<file path="src/rtl/seq_verificador_param.sv">
// seq_verificador_param: memory-compare game core.
// The player repeats a stored sequence on the switches; each move is
// checked against an external combinational memory read port.
//
// Parameters:
//   DATA_W      width of chaves / memory data
//   ADDR_W      width of memory address and move counter
//   NUM_JOGADAS moves per round (1..2**ADDR_W)
//   TIMEOUT     cycles allowed per move while waiting (0 = no limit)
//
// Ports:
//   clock, reset   rising-edge clock, async active-high reset
//   iniciar        start / restart request (level)
//   chaves         player switches
//   mem_dado       memory data at mem_endereco (same cycle)
//   mem_endereco   current move index
//   pronto         round finished
//   acertou        finished with every move correct
//   errou          finished by wrong move or timeout
//   timeout        finished by timeout
//   db_igual       play register == mem_dado
//   db_estado      state code
//   db_contagem    move counter
module seq_verificador_param #(
    parameter int DATA_W      = 4,
    parameter int ADDR_W      = 4,
    parameter int NUM_JOGADAS = 16,
    parameter int TIMEOUT     = 3000
) (
    input  logic              clock,
    input  logic              reset,
    input  logic              iniciar,
    input  logic [DATA_W-1:0] chaves,
    input  logic [DATA_W-1:0] mem_dado,
    output logic [ADDR_W-1:0] mem_endereco,
    output logic              pronto,
    output logic              acertou,
    output logic              errou,
    output logic              timeout,
    output logic              db_igual,
    output logic [3:0]        db_estado,
    output logic [ADDR_W-1:0] db_contagem
);

    localparam int TMO_W = (TIMEOUT > 0) ? $clog2(TIMEOUT + 1) : 1;
    localparam logic [ADDR_W-1:0] ULTIMO = ADDR_W'(NUM_JOGADAS - 1);
    localparam logic [TMO_W-1:0] TMO_LIM =
        TMO_W'((TIMEOUT > 0) ? (TIMEOUT - 1) : 0);
    localparam bit TMO_ON = (TIMEOUT > 0);

    typedef enum logic [3:0] {
        INICIAL    = 4'h0,
        PREPARA    = 4'h1,
        ESPERA     = 4'h2,
        REGISTRA   = 4'h3,
        COMPARA    = 4'h4,
        PROXIMO    = 4'h5,
        FIM_ACERTO = 4'hA,
        FIM_TMO    = 4'hD,
        FIM_ERRO   = 4'hE
    } estado_t;

    estado_t           estado_q, estado_d;
    logic [ADDR_W-1:0] cont_q, cont_d;
    logic [DATA_W-1:0] jog_q, jog_d;
    logic [DATA_W-1:0] chaves_q;
    logic [TMO_W-1:0]  tmo_q, tmo_d;
    logic              pronto_q, acertou_q, errou_q, timeout_q;
    logic              jogada;
    logic              igual;

    // A move is an all-zero to non-zero transition of the switches,
    // so holding keys down never counts twice.
    assign jogada = (|chaves) & ~(|chaves_q);
    assign igual  = (jog_q == mem_dado);

    always_comb begin
        estado_d = estado_q;
        cont_d   = cont_q;
        jog_d    = jog_q;
        tmo_d    = tmo_q;
        case (estado_q)
            INICIAL: begin
                if (iniciar) estado_d = PREPARA;
            end
            PREPARA: begin
                estado_d = ESPERA;
            end
            ESPERA: begin
                tmo_d = tmo_q + 1'b1;
                // A move wins over a timeout landing on the same cycle.
                if (jogada) begin
                    estado_d = REGISTRA;
                end else if (TMO_ON && (tmo_q == TMO_LIM)) begin
                    estado_d = FIM_TMO;
                end
            end
            REGISTRA: begin
                jog_d    = chaves;
                estado_d = COMPARA;
            end
            COMPARA: begin
                if (!igual) begin
                    estado_d = FIM_ERRO;
                end else if (cont_q == ULTIMO) begin
                    estado_d = FIM_ACERTO;
                end else begin
                    estado_d = PROXIMO;
                end
            end
            PROXIMO: begin
                cont_d   = cont_q + 1'b1;
                tmo_d    = '0;
                estado_d = ESPERA;
            end
            FIM_ACERTO, FIM_ERRO, FIM_TMO: begin
                if (iniciar) estado_d = PREPARA;
            end
            default: begin
                estado_d = INICIAL;
            end
        endcase
        // Clearing on entry makes the counter read 0 already in PREPARA.
        if (estado_d == PREPARA) begin
            cont_d = '0;
            jog_d  = '0;
            tmo_d  = '0;
        end
    end

    // Moore flags are registered from the next state so they are
    // valid on the first cycle spent in each final state.
    always_ff @(posedge clock or posedge reset) begin
        if (reset) begin
            estado_q  <= INICIAL;
            cont_q    <= '0;
            jog_q     <= '0;
            chaves_q  <= '0;
            tmo_q     <= '0;
            pronto_q  <= 1'b0;
            acertou_q <= 1'b0;
            errou_q   <= 1'b0;
            timeout_q <= 1'b0;
        end else begin
            estado_q  <= estado_d;
            cont_q    <= cont_d;
            jog_q     <= jog_d;
            chaves_q  <= chaves;
            tmo_q     <= tmo_d;
            pronto_q  <= (estado_d == FIM_ACERTO) ||
                         (estado_d == FIM_ERRO) ||
                         (estado_d == FIM_TMO);
            acertou_q <= (estado_d == FIM_ACERTO);
            errou_q   <= (estado_d == FIM_ERRO) ||
                         (estado_d == FIM_TMO);
            timeout_q <= (estado_d == FIM_TMO);
        end
    end

    assign mem_endereco = cont_q;
    assign db_contagem  = cont_q;
    assign db_estado    = estado_q;
    assign db_igual     = igual;
    assign pronto       = pronto_q;
    assign acertou      = acertou_q;
    assign errou        = errou_q;
    assign timeout      = timeout_q;

endmodule
</file>
<file path="config.mk">
export PLATFORM = sky130hd
export DESIGN_NAME = seq_verificador_param
export DESIGN_NICKNAME = d
export VERILOG_FILES = /design/src/rtl/seq_verificador_param.sv
export SDC_FILE = /design/constraint.sdc
export NUM_CORES = 1
export LEC_CHECK = 0
export ABC_AREA = 1
export BUFFER_PORTS_ARGS = -buffer_cell sky130_fd_sc_hd__buf_4
export CORE_ASPECT_RATIO = 0.6
export CORE_UTILIZATION = 35
export CTS_BUF_LIST = sky130_fd_sc_hd__clkbuf_8
export CTS_CLUSTER_SIZE = 20
export DETAILED_ROUTE_END_ITERATION = 16
export GPL_TIMING_DRIVEN = 0
export HOLD_SLACK_MARGIN = 0.03
export SYNTH_ARGS = -nofsm -noshare
export SYNTH_HDL_FRONTEND = slang
export SYNTH_SLANG_ARGS = --single-unit
export TNS_END_PERCENT = 30
</file>
<file path="constraint.sdc">
create_clock -name clock -period 2.3 [get_ports clock]
set_input_delay 0.115 -clock clock [delete_from_list [all_inputs] [get_ports clock]]
set_output_delay 0.115 -clock clock [all_outputs]
set_load 0.01 [all_outputs]
</file>
# [After elaboration in Yosys (flattened, before gate mapping)]
# Index checks and enable logic that the tools add are counted.
[word_totals] regBits=32 output_inout_bits=17 wordCells=51
[op_classes] n_addsub=2 eq_ne=15 muxes=12 bitwise_logic=2 reduce_logical=11
[ops] op="4-bit two-way mux" n=9
[ops] op="4-bit == test (second input constant)" n=7
[ops] op="12-bit one-hot mux with 2 select lines" n=1
[ops] op="4-bit one-hot mux with 5 select lines" n=1
[ops] op="12-bit by 1-bit adder with 12-bit output (second input constant)" n=1
[ops] op="12-bit == test (second input constant)" n=1
[ops] op="12-bit two-way mux" n=1
[ops] op="4-bit OR reduction" n=3
[ops] op="4-bit by 1-bit == test with 1-bit output (second input constant)" n=2
[ops] op="4-bit by 2-bit == test with 1-bit output (second input constant)" n=2
[ops] op="4-bit by 3-bit == test with 1-bit output (second input constant)" n=2
[ops] op="4-bit by 1-bit adder with 4-bit output (second input constant)" n=1
[ops] op="4-bit == test" n=1
[ops] op="4-bit zero test" n=1
[ops] op="2-bit nonzero test" n=2
[ops] op="1-bit logical OR" n=3
[ops] op="3-bit nonzero test" n=1
[ops] op="2-bit OR reduction" n=1
[ops] op="1-bit bitwise AND" n=1
[ops] op="1-bit NOT" n=1

# [Logic depth before layout (Yosys ltp)]
# Gate-level depths: netlist (run 1).
[depth] ltp_word=8 ltp_mapped=14 depth_no_buf=13

# [Least setup slack after synthesis (run 1)]
# OpenSTA, ideal clock, no wires.
[synth_path] path_kind="flip-flop to flip-flop" from="register cont_q[0], in the netlist db_contagem[0]" to="register tmo_q[5]" arrival_ps=1508 required_ps=2179 path_slack_ps=671 path_stages_with_launch=11 n_path_buf=1 path_cell_list="dfrtp_1 ha_1 nand3_1 nand3_1 nand2_1 nand3b_4 nor2_2 nand2_2 nand2_2 buf_6 nor2_2"
[synth_between] elab_chain_len=6 word_cells_on_any_way=7
[synth_lines] element="start: declaration" line_no="64" rtl="logic [ADDR_W-1:0] cont_q, cont_d;"
[synth_lines] element="start signal: assignment" line_no="146" rtl="cont_q <= cont_d;"
[synth_lines] element="4-bit == test *" line_no="105" rtl="end else if (cont_q == ULTIMO) begin"
[synth_lines] element="4-bit two-way mux *" line_no="105"
[synth_lines] element="4-bit two-way mux *" line_no="103" rtl="if (!igual) begin"
[synth_lines] element="4-bit one-hot mux with 5 select lines *" line_no="82" rtl="case (estado_q)"
[synth_lines] element="net estado_d[3]" line_no="63" rtl="estado_t estado_q, estado_d;"
[synth_lines] element="4-bit by 1-bit == test with 1-bit output *" line_no="124" rtl="if (estado_d == PREPARA) begin"
[synth_lines] element="3-bit nonzero test (no line) / 12-bit two-way mux (equally long branches)"
[synth_lines] element="end signal: assignment" line_no="149" rtl="tmo_q <= tmo_d;"
[synth_lines] element="end: declaration" line_no="67" rtl="logic [TMO_W-1:0] tmo_q, tmo_d;"
# The timed path passes the listed nets; every way through them passes the cells marked *.
# A chain may end at the register's enable or synchronous reset.

# [Final worst setup path (run 1)]
[layout_path] from="register cont_q[0], in the netlist db_contagem[0]" to="register cont_q[1], in the netlist db_contagem[1]"
[layout_between] elab_chain_len=6 word_cells_on_any_way=9
[layout_lines] element="4-bit == test *" line_no="105"
[layout_lines] element="4-bit two-way mux *" line_no="105"
[layout_lines] element="4-bit two-way mux *" line_no="103"
[layout_lines] element="4-bit one-hot mux with 5 select lines *" line_no="82"
[layout_lines] element="net estado_d[1]" line_no="63"
[layout_lines] element="4-bit by 1-bit == test with 1-bit output *" line_no="124"
[layout_lines] element="4-bit two-way mux / 2-bit nonzero test (equally long branches)"
# The timed path passes the listed nets; every way through them passes the cells marked *. The select of a mux whose other input is x is not followed.

==> reports/metrics.csv, run 1 <==
stage,metric,value,unit
status,status,"complete, no violations",
min_path,Worst Min Path Start,iniciar,
worst_setup_path,R2R Path End,db_contagem[1]$_DFFE_PP0P_,
routing,post-DR wirelength/cell,11.6,um
timing,slew margin rel.,72.6,%
worst_setup_path,Crit Path Class,flip-flop to flip-flop,
cells_and_area,Final nets,272,
placement,Post-DP Area,2050,um2
clocking,clk_lat worst skew,280,ps
synth,syn avg cell area,8.10,um2
grt,GRT overflow,0,
clocking,Post-CTS Resized,0,
synth,syn_nets,232,
floorplan,die span in y,57.1,um
power_and_ir_drop,Psw,0.965,mW
synth,Mapped Cells,219,
worst_setup_path,CP endpoint kind,flip-flop,
worst_setup_path,R2R depth,9,
placement,PortBufs,27,
synth,Syn. warnings,0,
synth,proportion of synthesized area in mux cells,0.565,%
worst_setup_path,r2r startpoint,db_contagem[0]$_DFFE_PP0P_,
synth,largest family of logic cells by synthesized area,simple AND/OR/NAND/NOR gates,
clocking,Inserted Clock Buffers,5,
clocking,CTS tree,built,
worst_setup_path,CP arrival,1980,ps
timing,minimum clock period,1820,ps
clocking,hold buffer count at cts,4,
grt,antenna violations before repair,0,
grt,vias in the first global route,1260,
cells_and_area,total inserted antenna cells,0,
synth,Post-Synth Simple-Gate Area,34.9,%
timing,RSZ-0062 raised after global routing,no,
cells_and_area,"Non-Filler Cell Area, Final",2220,um2
clocking,"Clk pin slew, worst setup/hold paths",70,ps
cells_and_area,most frequent cells in the layout,"54 x nand2_1, 32 x inv_1, 32 x dfrtp_1",
worst_setup_path,Top delay family on crit path,simple AND/OR/NAND/NOR gates,
timing,final setup margin,477,ps
timing,total negative setup slack,0,ps
routing,vias per cell,4.33,
timing,final hold violations,0,
power_and_ir_drop,Reg power frac,34.3,%
floorplan,Die ar.,5360,um2
cells_and_area,layout cell share with drive strength beyond 1,26.5,%
power_and_ir_drop,Net Sw Frac,42.1,%
timing,"Period Utilization, post-route",79.3,%
worst_setup_path,R2R setup slack,480,ps
floorplan,core box area,4710,um2
power_and_ir_drop,PwrDens,1030,nW/um2
synth,Netlist cell types,27,
power_and_ir_drop,clock share of power,19.7,%
placement,placed insts,309,
floorplan,Top-Level Pins,28,
worst_setup_path,crit path cell chain,ha_1 -> nand3_1 -> nand3_1 -> a21oi_1 -> nand2_1 -> nor2_2 -> nand2_2 -> inv_1 -> nor2_1,
worst_setup_path,CP required,2460,ps
clocking,number of H-tree levels,2,
worst_setup_path,CP max-delay cell,dfrtp_1,
placement,detailed placement HPWL,2.76,mm
power_and_ir_drop,Combinational Power Share,46.0,%
timing,Worst-Margin Slew,408,ps
grt,first-pass GRT wire length,6.31,mm
min_path,WHS Endpoint,pronto$_DFF_PP0_,
routing,Final ANT Viol Nets,0,
floorplan,Die Width,93.9,um
routing,via count,1398,
synth,post-synthesis xor/xnor area fraction,5.93,%
min_path,class of the worst hold path,input pin to flip-flop,
min_path,WHS Path Cells,4,
clocking,Max Buffers Root-to-Sink,2,
cells_and_area,"most common cell after layout, fill and taps aside",nand2_1,
worst_setup_path,crit path launch,db_contagem[0]$_DFFE_PP0P_,
cells_and_area,Finished Layout Cells,323,
routing,drt first pass iters,4,
synth,Synth Area in Compound Gates,2.05,%
placement,pre-CTS WS,464,ps
flow_run,Max Cap Viol,0,
worst_setup_path,most frequent cell on the critical path,nand3_1,
synth,"Cell Area, Synth",1770,um2
synth,register area share after synthesis,45.2,%
clocking,Root Buffer Master,clkbuf_8,
routing,DR iter-0 viols,64,
floorplan,Initial Util,37.7,%
worst_setup_path,WP buf/inv,1,
routing,DRC,0,
power_and_ir_drop,Peak VDD IR,0.545,mV
grt,GRT Total Usage,16.0,%
cells_and_area,Final Core Density,47.3,%
worst_setup_path,crit-path max cell delay,440,ps
power_and_ir_drop,P_leak,1.14,nW
power_and_ir_drop,"Power, Total",2.29,mW
routing,total routed wirelength,3.75,mm
clocking,clk sinks,32,
timing,Setup-failing EPs final,0,
placement,routability cong.,0.797,
cells_and_area,total of fill cells in the finished design,463,
grt,largest net degree at the start of global routing,33,
timing,worst hold slack,290,ps
timing,Slew Limit Fails,0,
timing,Max Clock Freq,548,MHz
worst_setup_path,worst-path maximum fanout,8,
floorplan,FP Rows,19,
worst_setup_path,CP Launch Type,flip-flop,
synth,Synth Register Bits,32,
power_and_ir_drop,cell internal pwr,1.33,mW
synth,Post-Synth Adder-Cell Area,1.41,%
clocking,Setup Buffers After CTS,0,
timing,Layout Skew,5.77,ps
cells_and_area,layout overhead on the synthesized area,25.5,%
flip-flops by register name (all words and copies together), names as in the netlist:
name and flops:
db_contagem 4, timeout 1, acertou 1, errou 1
chaves_q 4, db_estado 4, tmo_q 12, jog_q 4
pronto 1
cells in the mapped netlist:
library cell,n,area (um2)
ha_1,2,25.0
o21ai_0,4,20.0
xor2_1,9,78.8
nor3_1,1,5.00
a21oi_1,2,10.0
nand2_2,4,25.0
nor4_1,1,6.26
nand2_4,1,11.3
mux2i_1,1,10.0
nand3b_1,2,15.0
nor4_2,1,12.5
nor2_8,1,20.0
nor3_4,1,16.3
buf_6,1,11.3
nand3_1,9,45.0
nor2_2,14,87.6
nand3b_4,1,20.0
inv_2,3,11.3
dfrtp_1,32,801
inv_1,33,124
buf_4,4,30.0
o22ai_1,1,6.26
nand2_1,54,203
nor2_1,27,101
xnor2_1,3,26.3
nand3_2,2,20.0
nand4_1,5,31.3
layer usage:
layer	GRT usage [%]	share of wire, %
met1	26.7	58
met2	18.4	35
met3	5.20	6.7
met4	4.84	0.29
met5	0	0
worst min-delay path: stages:
cell,delay (ps)
buf_4,80
inv_1,70
nand3_1,160
nand3b_1,100
cells by family after synthesis:
logic type,after synthesis
simple gates,124
buf+inv,41
flops,32
xor+xnor,12
compound gates,7
fa+ha+maj,2
mux,1
how the worst max path moves through the flow:
stage | endpoint | slack (ps) | cells after the start
2_1_floorplan | tmo_q[5]$_DFFE_PP0P_ | 670 | 10
3_3_place_gp | db_contagem[1]$_DFFE_PP0P_ | 490 | 11
3_5_place_dp | tmo_q[3]$_DFFE_PP0P_ | 460 | 10
4_1_cts | tmo_q[11]$_DFFE_PP0P_ | 460 | 10
5_1_grt | db_contagem[0]$_DFFE_PP0P_ | 250 | 11
6_report | db_contagem[1]$_DFFE_PP0P_ | 480 | 9
final cells by class:
class / count / area [um2] / share of cell area (%)
Buffer: 5 / 41.3 / 1.86
Clock buffer: 6 / 82.6 / 3.71
Clock inverter: 2 / 10.0 / 0.450
Inverter: 36 / 135 / 6.07
Multi-Input combinational cell: 146 / 796 / 35.8
Sequential cell: 32 / 801 / 36.0
Tap cell: 63 / 78.8 / 3.54
Timing Repair Buffer: 33 / 280 / 12.6
power by group through the flow:
stage	Sequential, mW	Clock (mW)	Combinational [mW]
2_1_floorplan	0.800	0	0.726
3_3_place_gp	0.792	0	1.04
3_5_place_dp	0.792	0	1.05
4_1_cts	0.786	0.461	1.06
5_1_grt	0.802	0.499	1.18
6_report	0.786	0.451	1.05
(Power assumes the default switching activity.)
==> run 2, diff against run 1 <==
--- a/config.mk
+++ b/config.mk
@@ -5,7 +5,7 @@
 export SDC_FILE = /design/constraint.sdc
 export NUM_CORES = 1
 export LEC_CHECK = 0
-export ABC_AREA = 1
+export ABC_AREA = 0
 export BUFFER_PORTS_ARGS = -buffer_cell sky130_fd_sc_hd__buf_4
 export CORE_ASPECT_RATIO = 0.6
 export CORE_UTILIZATION = 35
==> constraint.sdc (replaced) <==
create_clock -name clock -period 1.7 [get_ports clock]
set_input_delay 0.085 -clock clock [delete_from_list [all_inputs] [get_ports clock]]
set_output_delay 0.085 -clock clock [all_outputs]
set_load 0.01 [all_outputs]
==> run 2 against run 1 <==
- the run now ends with setup timing left
- synthesized cell count shrank 23%
- combinational power grew 40%
- first-iteration DRC count grew 52%
- count of clock-buffer cells in the layout is the same
- synthesized area shrank 5.1%
- clock power grew 30%
- setup slack lost 940 ps
- register-to-register slack lost 940 ps
- critical endpoint is now tmo_q[10]$_DFFE_PP0P_
- largest power group unchanged
- critical path depth shrank 5
- wire length grew 13%
==> reports/metrics.csv, run 2 <==
stage,metric,value,unit
synth,Async SR Flop Fraction,100,%
power_and_ir_drop,PwrDens,1290,nW/um2
worst_setup_path,CP max-delay cell,or4b_4,
clocking,clk_lat worst skew,280,ps
synth,most numerous cell in the Yosys netlist,dfrtp_1,
min_path,WHS Path Cells,3,
timing,total negative setup slack,-1120,ps
timing,final setup margin,-468,ps
worst_setup_path,R2R depth,4,
timing,Setup-failing EPs final,10,
timing,Worst-Margin Slew,434,ps
power_and_ir_drop,Combinational Power Share,47.8,%
worst_setup_path,crit-path max cell delay,550,ps
floorplan,die span in y,55.7,um
worst_setup_path,worst-path maximum fanout,3,
routing,Final ANT Viol Nets,0,
power_and_ir_drop,Reg power frac,33.1,%
worst_setup_path,R2R setup slack,-470,ps
timing,Layout Skew,8.49,ps
floorplan,core box area,4590,um2
synth,synth cell count leaders,"32 x dfrtp_1, 14 x nor3_1, 14 x xnor2_1",
synth,Yosys top cell area share,47.6,%
synth,"Cell Area, Synth",1680,um2
synth,Syn. warnings,0,
status,status,"complete, but fails checks",
floorplan,Top-Level Pins,28,
grt,largest net degree at the start of global routing,33,
floorplan,Die Width,91.5,um
routing,via count,1430,
synth,Post-synth EDFFs,0,
clocking,Inserted Clock Buffers,5,
synth,Netlist cell types,40,
routing,DR iter-0 viols,97,
cells_and_area,area occupied by multi-input gates,952,um2
worst_setup_path,CP required,1880,ps
worst_setup_path,crit path cell chain,or4b_4 -> or3_4 -> or4_4 -> a211oi_2,
power_and_ir_drop,cell internal pwr,1.89,mW
grt,first-pass GRT wire length,7.04,mm
cells_and_area,layout overhead on the synthesized area,41.0,%
cells_and_area,total inserted antenna cells,0,
status,failing checks,setup timing,
cells_and_area,most frequent cells in the layout,"38 x buf_4, 32 x dfrtp_1, 14 x xnor2_1",
worst_setup_path,Crit Path Class,flip-flop to flip-flop,
cells_and_area,total of fill cells in the finished design,408,
worst_setup_path,r2r startpoint,db_estado[0]$_DFF_PP0_,
grt,GRT overflow,0,
synth,register area share after synthesis,47.6,%
worst_setup_path,CP Launch Type,flip-flop,
floorplan,Initial Util,36.7,%
synth,ranking of synthesized cells by area,"dfrtp_1 48%, xnor2_1 7.3%, nor3_1 4.2%",
power_and_ir_drop,Psw,1.17,mW
cells_and_area,"most common cell after layout, fill and taps aside",buf_4,
timing,"Period Utilization, post-route",128,%
cells_and_area,layout cell share with drive strength beyond 1,34.1,%
timing,Slew Limit Fails,0,
min_path,class of the worst hold path,input pin to flip-flop,
cells_and_area,sequential cell area,801,um2
clocking,number of H-tree levels,2,
timing,minimum clock period,2170,ps
worst_setup_path,R2R Path End,tmo_q[10]$_DFFE_PP0P_,
flow_run,Max Cap Viol,0,
grt,vias in the first global route,1345,
power_and_ir_drop,Net Sw Frac,38.2,%
clocking,Root Buffer Master,clkbuf_8,
cells_and_area,Largest Register,tmo_q,
placement,PortBufs,27,
synth,Synth Register Bits,32,
worst_setup_path,CP endpoint kind,flip-flop,
grt,antenna violations before repair,0,
synth,Mapped Cells,168,
placement,Post-DP Area,1970,um2
floorplan,Die ar.,5100,um2
synth,syn avg cell area,10.0,um2
placement,pre-CTS WS,-755,ps
power_and_ir_drop,Peak VDD IR,0.503,mV
worst_setup_path,crit path launch,db_estado[0]$_DFF_PP0_,
timing,slew margin rel.,71.0,%
routing,vias per cell,5.16,
cells_and_area,Finished Layout Cells,277,
placement,detailed placement HPWL,2.75,mm
cells_and_area,Final nets,226,
timing,Max Clock Freq,461,MHz
cells_and_area,Largest register FFs,12,
routing,post-DR wirelength/cell,15.3,um
synth,Synth Flop Type,dfrtp_1,
grt,GRT Total Usage,18.0,%
synth,syn_nets,181,
routing,DRC,0,
cells_and_area,"Non-Filler Cell Area, Final",2370,um2
floorplan,FP Rows,19,
placement,routability cong.,0.825,
placement,placed insts,258,
clocking,clk sinks,32,
synth,cell taking the most area after synthesis,dfrtp_1,
clocking,"Clk pin slew, worst setup/hold paths",70,ps
clocking,CTS tree,built,
timing,final hold violations,0,
clocking,Max Buffers Root-to-Sink,2,
worst_setup_path,CP arrival,2340,ps
routing,total routed wirelength,4.23,mm
power_and_ir_drop,clock share of power,19.1,%
power_and_ir_drop,"Power, Total",3.07,mW
routing,drt first pass iters,4,
min_path,WHS Endpoint,db_estado[0]$_DFF_PP0_,
power_and_ir_drop,P_leak,1.09,nW
min_path,Worst Min Path Start,iniciar,
timing,RSZ-0062 raised after global routing,yes,
[run 2: changes by cell type in the layout (fill, tap and decap cells not counted), sizes merged, moves of 8 or more]
cell | before | now
buf | 33 | 41
nor3 | 2 | 14
xnor2 | 3 | 14
nor2 | 42 | 8
inv | 35 | 8
nand2 | 59 | 9
[run 2: layer usage]
| layer | part of all wire (%) | GRT usage [%] | up-vias |
|---|---|---|---|
| li1 | - | - | 698 |
| met1 | 54 | 29.5 | 693 |
| met2 | 40 | 23.0 | 39 |
| met3 | 5.5 | 5.05 | 0 |
| met4 | 0 | 2.72 | 0 |
| met5 | 0 | 0 | - |
[run 2: power by group through the flow]
stage	clock network (mW)	registers [mW]	logic, mW
after floorplan	0	1.03	0.745
after global placement	0	1.02	1.10
after detailed placement	0	1.02	1.11
after CTS	0.599	1.01	1.43
after global routing	0.637	1.03	1.58
final	0.586	1.01	1.47
[run 2: through the flow]
stage / hold WS [ps] / utilization (%)
6_report: 97.7 / 51.7
5_1_grt: 118 / 51.7
4_1_cts: 136 / 50.1
3_5_place_dp: 215 / 42.9
3_3_place_gp: 215 / 42.9
2_1_floorplan: 116 / -
[run 2: critical path: cells and delay by family (launching register included)]
kind / cells / cell delay (ps)
and+or+nand+nor: 3 / 1420
DFF: 1 / 390
AOI/OAI and AO/OA: 1 / 240
[run 2: kinds of logic (layout without fill, tap and decap cells)]
logic type	count (synthesis)	after routing	share of synthesized area [%]
DFF	32	32	47.6
AOI/OAI and AO/OA	18	18	7.06
muxes	6	6	3.57
adders and majority gates	2	2	1.49
buffers and inverters	20	66	6.32
xor gates and xnor gates	18	18	9.37
and+or+nand+nor	72	72	24.6
[run 2: cell type report]
cell class / instances / share of cell area, %
timing repair buffer: 41 / 14.9
sequential: 32 / 33.7
tap: 63 / 3.32
buffer: 10 / 3.06
clock buffer: 6 / 3.48
clock inverter: 2 / 0.316
multi-input combinational: 116 / 40.1
inverter: 7 / 1.11
[run 2: how the worst max path moves through the flow]
| stage | depth (start not counted) | to |
|---|---|---|
| final | 4 | tmo_q[10]$_DFFE_PP0P_ |
| after global routing | 4 | tmo_q[10]$_DFFE_PP0P_ |
| after CTS | 5 | tmo_q[10]$_DFFE_PP0P_ |
| after detailed placement | 6 | tmo_q[10]$_DFFE_PP0P_ |
| after global placement | 6 | tmo_q[10]$_DFFE_PP0P_ |
| after floorplan | 6 | tmo_q[10]$_DFFE_PP0P_ |
[run 2: repair_timing]
action	in CTS	in global routing
gates resized for setup	35	16
endpoints found under the setup margin	28	25
hold buffers	4	1
pin swaps	9	8
endpoints found under the hold margin	4	8
buffers inserted	8	3
==> run 3, diff against run 2 <==
--- a/config.mk
+++ b/config.mk
@@ -14,6 +14,7 @@
 export DETAILED_ROUTE_END_ITERATION = 16
 export GPL_TIMING_DRIVEN = 0
 export HOLD_SLACK_MARGIN = 0.03
+export SETUP_SLACK_MARGIN = 0.3
 export SYNTH_ARGS = -nofsm -noshare
 export SYNTH_HDL_FRONTEND = slang
 export SYNTH_SLANG_ARGS = --single-unit
==> run 3 against run 2 <==
- sequential power barely moved
- combinational power up 26%
- highest routed layer is now met4
- count of clock-buffer cells in the layout unchanged
- the flow still finishes with violations (setup timing)
- sequential cell count did not move
- largest power group unchanged
==> reports/metrics.csv, run 3 (synthesis results as in run 2) <==
stage,metric,value,unit
status,status,"complete, but fails checks",
status,failing checks,setup timing,
worst_setup_path,crit path launch,db_estado[3]$_DFF_PP0_,
floorplan,Die ar.,5100,um2
cells_and_area,"most common cell after layout, fill and taps aside",buf_4,
routing,DRC,0,
worst_setup_path,Setup crit end,tmo_q[10]$_DFFE_PP0P_,
grt,antenna violations before repair,0,
cells_and_area,most frequent cells in the layout,"41 x buf_4, 31 x dfrtp_1, 14 x xnor2_1",
cells_and_area,total of fill cells in the finished design,393,
worst_setup_path,R2R Path End,tmo_q[10]$_DFFE_PP0P_,
clocking,Root Buffer Master,clkbuf_8,
timing,final hold violations,0,
floorplan,core box area,4590,um2
clocking,Max Buffers Root-to-Sink,2,
min_path,class of the worst hold path,input pin to flip-flop,
grt,GRT overflow,0,
cells_and_area,Largest register FFs,12,
clocking,Inserted Clock Buffers,5,
flow_run,Max Cap Viol,0,
grt,vias in the first global route,1329,
cells_and_area,layout cell share with drive strength beyond 1,41.1,%
worst_setup_path,R2R depth,6,
routing,DR iter-0 viols,96,
power_and_ir_drop,Peak VDD IR,0.502,mV
timing,RSZ-0062 raised after global routing,yes,
placement,PortBufs,27,
routing,Final ANT Viol Nets,0,
timing,total negative setup slack,-4590,ps
timing,slew margin rel.,59.4,%
grt,largest net degree at the start of global routing,33,
worst_setup_path,crit-path max cell delay,530,ps
worst_setup_path,WP buf/inv,2,
placement,detailed placement HPWL,2.70,mm
floorplan,Initial Util,36.7,%
floorplan,FP Rows,19,
timing,Layout Skew,5.23,ps
timing,final setup margin,-640,ps
worst_setup_path,r2r startpoint,db_estado[3]$_DFF_PP0_,
timing,Slew Limit Fails,0,
clocking,"Clk pin slew, worst setup/hold paths",70,ps
timing,minimum clock period,2340,ps
worst_setup_path,R2R setup slack,-640,ps
routing,drt first pass iters,5,
placement,Post-DP Area,1970,um2
cells_and_area,"Non-Filler Cell Area, Final",2510,um2
routing,total routed wirelength,4.70,mm
worst_setup_path,CP arrival,2530,ps
cells_and_area,layout overhead on the synthesized area,49.3,%
cells_and_area,total inserted antenna cells,0,
clocking,number of H-tree levels,2,
worst_setup_path,CP endpoint kind,flip-flop,
routing,via count,1552,
worst_setup_path,Crit Path Class,flip-flop to flip-flop,
worst_setup_path,worst-path maximum fanout,3,
grt,GRT Total Usage,17.7,%
clocking,clk_lat worst skew,290,ps
floorplan,Top-Level Pins,28,
placement,pre-CTS WS,-704,ps
cells_and_area,Largest Register,tmo_q,
placement,routability cong.,0.837,
timing,Worst-Margin Slew,608,ps
clocking,CTS tree,built,
worst_setup_path,CP Launch Type,flip-flop,
worst_setup_path,Top delay family on crit path,simple AND/OR/NAND/NOR gates,
cells_and_area,area occupied by multi-input gates,968,um2
worst_setup_path,WP depth,6,
routing,vias per cell,5.41,
cells_and_area,sequential cell area,802,um2
cells_and_area,Final nets,236,
floorplan,die span in y,55.7,um
timing,Setup-failing EPs final,11,
worst_setup_path,CP required,1890,ps
routing,post-DR wirelength/cell,16.4,um
clocking,clk sinks,32,
placement,placed insts,258,
grt,first-pass GRT wire length,6.91,mm
cells_and_area,Finished Layout Cells,287,
timing,Max Clock Freq,427,MHz
worst_setup_path,crit path cell chain,buf_6 -> or4b_4 -> buf_8 -> or3_4 -> or4_4 -> a211oi_2,
power_and_ir_drop,PwrDens,1370,nW/um2
floorplan,Die Width,91.5,um
timing,"Period Utilization, post-route",138,%
worst_setup_path,CP max-delay cell,or4b_4,
power_and_ir_drop,P_leak,1.17,nW
power_and_ir_drop,"Power, Total",3.45,mW
## run 3: stage by stage
stage / hold WS, ps / util [%]
final: 65.3 / 54.8
after global placement: 215 / 42.9
after CTS: 64.3 / 48.6
after floorplan: 116 / -
after detailed placement: 219 / 42.9
after global routing: 88.6 / 54.8
## run 3: worst register-to-register path: stages, from the launching register on
cell	delay, ps
dfrtp_1	390
buf_6	120
or4b_4	530
buf_8	140
or3_4	350
or4_4	490
a211oi_2	220
## run 3: how the worst min path moves through the flow
stage / from / endpoint / cells after the start
2_1_floorplan: chaves[0] / chaves_q[0]$_DFF_PP0_ / 0
3_3_place_gp: chaves[1] / chaves_q[1]$_DFF_PP0_ / 1
3_5_place_dp: chaves[1] / chaves_q[1]$_DFF_PP0_ / 1
4_1_cts: chaves[0] / jog_q[0]$_DFFE_PP0P_ / 3
5_1_grt: chaves[3] / jog_q[3]$_DFFE_PP0P_ / 3
6_report: chaves[0] / jog_q[0]$_DFFE_PP0P_ / 3
## run 3: layout make-up
| type | instances | area share [%] |
|---|---|---|
| Timing Repair Buffer | 48 | 17.2 |
| Inverter | 7 | 1.05 |
| Buffer | 13 | 4.48 |
| Clock buffer | 6 | 3.29 |
| Tap cell | 63 | 3.14 |
| Clock inverter | 2 | 0.398 |
| Sequential cell | 32 | 31.9 |
| Multi-Input combinational cell | 116 | 38.5 |
## run 3: what timing repair did
item / in CTS / in global routing
hold buffers: 4 / 1
hold endpoints to repair: 4 / 12
gates resized for setup: 22 / 49
setup buffers: 6 / 9
endpoints found under the setup margin: 29 / 29
pin swaps: 7 / 16
## run 3: layer usage
metal  part of all wire (%)  vias to the layer above  track usage (%)  routed length (um)
met5                      0                        -                0                   0
met4                    1.7                        0             4.08                  79
met3                    7.9                       12             4.64                 370
met2                     43                       61             22.0                2030
met1                     47                      769             29.3                2220
li1                       -                      710                -                   -
## run 3: report_power, final
group | internal (mW) | switching (mW) | total (mW)
registers | 0.898 | 0.101 | 0.999
logic | 0.929 | 0.917 | 1.85
clock network | 0.323 | 0.287 | 0.610
